<file path="src/rtl/pe_out_fifo.sv">
`default_nettype none
// ============================================================================
// Module   : pe_out_fifo
// Purpose  : Output-side collector for the systolic PE array. Accepts 1 or 2
//            result elements per cycle and presents them as 4-element packed
//            words, one word per pop. A flush zero-pads the trailing partial
//            word so it can drain at the end of a tile.
// Options  : PE_OUT_FIFO_ERR_EN adds a sticky 2-bit err output
//            (err[0] dropped push, err[1] pop while no word was valid).
// Revision : 1.0 - initial release
// ============================================================================
module pe_out_fifo #(
  parameter int WIDTH = 4,
  parameter int DEPTH = 2
) (
  input  logic                   clk,
  input  logic                   rst_n,
  input  logic [1:0]             psh,
  input  logic [1:0][WIDTH-1:0]  din,
  output logic [1:0]             psh_rdy,
  input  logic                   flush,
  input  logic                   pop,
  output logic [3:0][WIDTH-1:0]  dout,
  output logic                   dout_val,
  output logic                   empty
`ifdef PE_OUT_FIFO_ERR_EN
  ,
  output logic [1:0]             err
`endif
);

  localparam int CNTR = 4 * DEPTH;
  localparam int AW   = $clog2(CNTR);
  localparam int RW   = $clog2(DEPTH);
  localparam int CW   = AW + 1;

  localparam logic [CW-1:0] c_cntr = CW'(CNTR);
  localparam logic [CW-1:0] c_word = CW'(4);

  // Word-granular addressing relies on DEPTH being a power of two >= 2
  generate
    if (DEPTH < 2 || (DEPTH & (DEPTH - 1)) != 0) begin : g_bad_depth
      $error("pe_out_fifo: DEPTH must be a power of 2 and at least 2");
    end
  endgenerate

  logic [AW-1:0]    r_wptr;
  logic [RW-1:0]    r_rptr;
  logic [CW-1:0]    r_cnt;
  logic [WIDTH-1:0] w_mem [CNTR];

  logic [CW-1:0] w_free;
  logic [1:0]    w_req_n;
  logic          w_push_ok;
  logic [1:0]    w_push_n;
  logic [1:0]    w_pad;
  logic          w_pad_en;
  logic          w_dout_val;
  logic          w_pop_ok;
  logic [AW-1:0] w_wptr_p1;
  logic [AW-1:0] w_wptr_next;
  logic [CW-1:0] w_cnt_next;

  assign w_free = c_cntr - r_cnt;

  // Requested element count; flush overrides any push and 2'b11 requests nothing
  always_comb begin
    w_req_n = 2'd0;
    if (!flush) begin
      case (psh)
        2'b01:   w_req_n = 2'd1;
        2'b10:   w_req_n = 2'd2;
        default: w_req_n = 2'd0;
      endcase
    end
  end

  // All-or-nothing acceptance against the space free at the start of the cycle
  assign w_push_ok = (w_req_n != 2'd0) && (CW'(w_req_n) <= w_free);
  assign w_push_n  = w_push_ok ? w_req_n : 2'd0;

  // Pad brings the write pointer up to the next 4-element boundary
  assign w_pad    = flush ? (2'd0 - r_wptr[1:0]) : 2'd0;
  assign w_pad_en = (w_pad != 2'd0);

  assign w_dout_val = (r_cnt >= c_word);
  assign w_pop_ok   = pop && w_dout_val;

  assign w_wptr_p1   = r_wptr + AW'(1);
  assign w_wptr_next = r_wptr + AW'(w_push_n) + AW'(w_pad);
  assign w_cnt_next  = r_cnt + CW'(w_push_n) + CW'(w_pad)
                       - (w_pop_ok ? c_word : {CW{1'b0}});

  // Pointer and occupancy registers
  always_ff @(posedge clk or negedge rst_n) begin
    if (!rst_n) begin
      r_wptr <= '0;
      r_rptr <= '0;
      r_cnt  <= '0;
    end else begin
      r_wptr <= w_wptr_next;
      r_cnt  <= w_cnt_next;
      if (w_pop_ok) begin
        r_rptr <= r_rptr + RW'(1);
      end
    end
  end

  // Element storage: each slot decodes its own write from push or pad
  generate
    for (genvar i = 0; i < CNTR; i++) begin : g_slot
      localparam logic [AW-1:0] c_idx = AW'(i);

      logic             w_we;
      logic [WIDTH-1:0] w_wd;
      logic [WIDTH-1:0] r_data;

      // Pad zeroes the tail of the partial word; pushes write at wptr / wptr+1
      always_comb begin
        w_we = 1'b0;
        w_wd = '0;
        if (w_pad_en && (c_idx[AW-1:2] == r_wptr[AW-1:2])
            && (c_idx[1:0] >= r_wptr[1:0])) begin
          w_we = 1'b1;
          w_wd = '0;
        end else if (w_push_ok && (c_idx == r_wptr)) begin
          w_we = 1'b1;
          w_wd = din[0];
        end else if (w_push_ok && (w_req_n == 2'd2) && (c_idx == w_wptr_p1)) begin
          w_we = 1'b1;
          w_wd = din[1];
        end
      end

      // Slot register, cleared on reset
      always_ff @(posedge clk or negedge rst_n) begin
        if (!rst_n) begin
          r_data <= '0;
        end else if (w_we) begin
          r_data <= w_wd;
        end
      end

      assign w_mem[i] = r_data;
    end
  endgenerate

  // Head word read-out, forced to zero while no complete word is held
  generate
    for (genvar k = 0; k < 4; k++) begin : g_dout
      localparam logic [1:0] c_k = 2'(k);
      assign dout[k] = w_dout_val ? w_mem[{r_rptr, c_k}] : '0;
    end
  endgenerate

  // Push credit derived from registered occupancy only
  always_comb begin
    psh_rdy = 2'b00;
    if (w_free >= CW'(2)) begin
      psh_rdy = 2'b10;
    end else if (w_free == CW'(1)) begin
      psh_rdy = 2'b01;
    end
  end

  assign dout_val = w_dout_val;
  assign empty    = (r_cnt == '0);

`ifdef PE_OUT_FIFO_ERR_EN
  logic [1:0] r_err;
  logic       w_drop;

  assign w_drop = (psh != 2'b00) && !flush && !w_push_ok;

  // Sticky error flags, only reset clears them
  always_ff @(posedge clk or negedge rst_n) begin
    if (!rst_n) begin
      r_err <= 2'b00;
    end else begin
      if (w_drop) begin
        r_err[0] <= 1'b1;
      end
      if (pop && !w_dout_val) begin
        r_err[1] <= 1'b1;
      end
    end
  end

  assign err = r_err;
`endif

endmodule
`default_nettype wire

</file>
<file path="config.mk">
export PLATFORM = sky130hd
export DESIGN_NAME = pe_out_fifo
export DESIGN_NICKNAME = d
export VERILOG_FILES = /design/src/rtl/pe_out_fifo.sv
export SDC_FILE = /design/constraint.sdc
export NUM_CORES = 1
export LEC_CHECK = 0
export ABC_AREA = 1
export CAP_MARGIN = 10
export CORE_ASPECT_RATIO = 2
export CORE_MARGIN = 2
export CORE_UTILIZATION = 40
export DETAILED_ROUTE_END_ITERATION = 6
export GPL_ROUTABILITY_DRIVEN = 0
export HOLD_SLACK_MARGIN = 0.02
export SYNTH_ARGS = -nofsm -noshare
export SYNTH_HDL_FRONTEND = slang
export SYNTH_SLANG_ARGS = --single-unit
</file>
<file path="constraint.sdc">
create_clock -name clk -period 3.1 [get_ports clk]
set_input_delay 0.775 -clock clk [delete_from_list [all_inputs] [get_ports clk]]
set_output_delay 0.775 -clock clk [all_outputs]
set_load 0.01 [all_outputs]
</file>
==> qor.csv <==
metric,value,unit
clk_pin_slew,0.06,ns
clock_skew,0.008641,ns
vdd_drop_max,445.2,uV
rr_startpoint,r_cnt[1]$_DFF_PN0_,
coreArea,7828,sq um
htree_levels,2,
layout_commonest_cell,nand2_1,
yosysSeqAreaShare,0.3155,
worstMarginPinSlew,0.9395,ns
synth_seq_cells,40,
cts_tree,done,
hp-class,flip-flop to flip-flop,
r2r_end,r_cnt[3]$_DFF_PN0_,
preCtsSetupSlack,-0.5851,ns
routed_via_density,5.232,
leakage,1.984,nW
vias,3071,
async_reset_ff_frac,1.000,
synthDistinctLibCells,29,
clockRootBuffer,clkbuf_16,
dieArea,8704,sq um
cts_inserted_buffers,5,
clockBufferDepth,2,
grt_use_total,0.2143,
post_drt_wl_per_cell,14.51,microns
antenna_cells,0,
chipWidth,66.98,microns
rows,46,
worstPathMaxFanout,3,
cts_hold_buf,0,
outcome,finished clean,
grt_max_degree,49,
drtIter0Drc,171,
crit_type,input port to flip-flop,
critPathCapture,r_cnt[3]$_DFF_PN0_,
synth_top_flop_cell,dfrtp_1,
timing.hold.ws,0.5157,ns
fin_total_pwr,3.488,mW
relSlewSlack,0.3737,
yosys_warnings,0,
grt_pass1_vias,2885,
finalWorstSetupSlack,0.1550,ns
slew_viol_final,0,
drc,0,
postRouteAntennaNets,0,
die_h,130.0,microns
clock_latency,0.29,ns
fmax,339.6,MHz
start_util,0.4054,
rrSetupSlack,0.22,ns
cp.required,3.28,ns
final_cells,587,
antenna_found_initial,0,
setup_violations,0,
crit_arrival,3.12,ns
cts.sinks,40,
finalCritPeriodShare,0.9500,
finalNetCount,527,
synthCells,449,
area_growth,23.26,%
overflow,0,
placed_cells,576,
io_pins,34,
synth_area,3173,sq um
period_minus_slack,2.945,ns
syn_avg_cell_area,7.067,sq um
grt_pass1_wl,14120,microns
io_buffers,33,
worst-r2r-cell-count,16,
wirelength,8518,microns
critPathLaunch,psh[1],
final_util,0.4997,
end_kind,flip-flop,
synth_edf_count,0,
final_cell_mix,"165 x nand2_1, 64 x nand4_1, 40 x dfrtp_1, 39 x inv_1, 29 x clkdlybuf4s50_1",
drive_above_1_share,0.1303,
dp_hpwl,6099,microns
synthesis.nets,486,
drv_cap,0,
p_per_area,891.7,nW/um^2
dr.pass1.iters,5,
fillCellCount,816,
cp-start-kind,input port,
multi_input_area,1983,sq um
hold_viol,0,
register_area,1001,sq um
-- report_power, final --
group          switching [mW]  leakage, nW  internal (mW)
Clock                   0.208       0.0712          0.321
Combinational            1.21         1.40          0.847
Sequential              0.161        0.518          0.741
-- repair_timing --
action / CTS / global route
buffers inserted: 1 / 2
resized for setup: 5 / 6
endpoints found under the setup margin: 19 / 11
pin swaps: 4 / 2
-- worst max-delay path, cell delays in order --
cell and delay (ns):
clkdlybuf4s15_1 0.22, nor2_2 0.15, nand2_2 0.09, ha_4 0.16
inv_1 0.05, a21oi_2 0.05, a21oi_2 0.16, nand2_4 0.09
nand3_4 0.08, xor2_1 0.14, inv_1 0.06, ha_2 0.15
o21bai_1 0.15, ha_2 0.19, fa_2 0.35, xnor2_2 0.14
xnor2_1 0.12
-- layout make-up --
type,instances,area share
repair buffers,53,0.1200
multi-input cells,343,0.5070
well taps,96,0.03071
clock buffers,8,0.03743
inverters,47,0.04894
flip-flops and latches,40,0.2559
-- stage by stage --
stage	setup TNS [ns]	cell area (sq um)
2_1_floorplan	-0.3615	3271
3_3_place_gp	-7.066	3724
3_5_place_dp	-8.348	3724
4_1_cts	0	3890
5_1_grt	-0.006872	3911
6_report	0	3911
-- worst min-delay path by stage --
stage	from	slack (ns)	to	cells past startpoint
finish	g_slot[5].r_data[1]$_DFFE_PN0P_	0.52	g_slot[5].r_data[1]$_DFFE_PN0P_	2
global route	g_slot[5].r_data[1]$_DFFE_PN0P_	0.54	g_slot[5].r_data[1]$_DFFE_PN0P_	2
CTS	g_slot[5].r_data[3]$_DFFE_PN0P_	0.52	g_slot[5].r_data[3]$_DFFE_PN0P_	2
detailed placement	g_slot[5].r_data[3]$_DFFE_PN0P_	0.51	g_slot[5].r_data[3]$_DFFE_PN0P_	2
global placement	g_slot[5].r_data[0]$_DFFE_PN0P_	0.50	g_slot[5].r_data[0]$_DFFE_PN0P_	2
floorplan	rst_n	0.48	g_slot[0].r_data[0]$_DFFE_PN0P_	0
-- cell usage after synthesis, drive strengths merged, types with 4 or more instances --
library cell,number,area [sq um]
a21oi,19,98.85
buf,6,41.28
clkbuf,13,53.80
dfrtp,40,1001
ha,21,262.8
inv,46,172.7
nand2,170,658.1
nand3,21,157.6
nand4,64,400.4
nor2,31,128.9
xnor2,4,35.03
xor2,4,35.03
-- routing by layer --
| metal | routed length (microns) | GRT usage |
|---|---|---|
| met1 | 3521 | 0.2667 |
| met2 | 4347 | 0.3641 |
| met3 | 445 | 0.03190 |
| met4 | 204 | 0.08884 |
| met5 | 0 | 0 |
-- sequential cells by signal, summed over array words and instances, names as in the netlist --
| signal | count |
|---|---|
| r_cnt | 4 |
| g_slot.r_data | 32 |
| r_rptr | 1 |
| r_wptr | 3 |
-- kinds of logic (layout without fill, tap and decap cells) --
family / count (synthesis) / count (layout) / share of synthesized area
compound gates: 24 / 24 / 0.04495
xor+xnor: 8 / 8 / 0.02208
fa+ha+maj: 23 / 23 / 0.09543
buf+inv: 66 / 108 / 0.08556
flops: 40 / 40 / 0.3155
simple gates: 288 / 288 / 0.4365
Power figures use the tool's default switching activity.
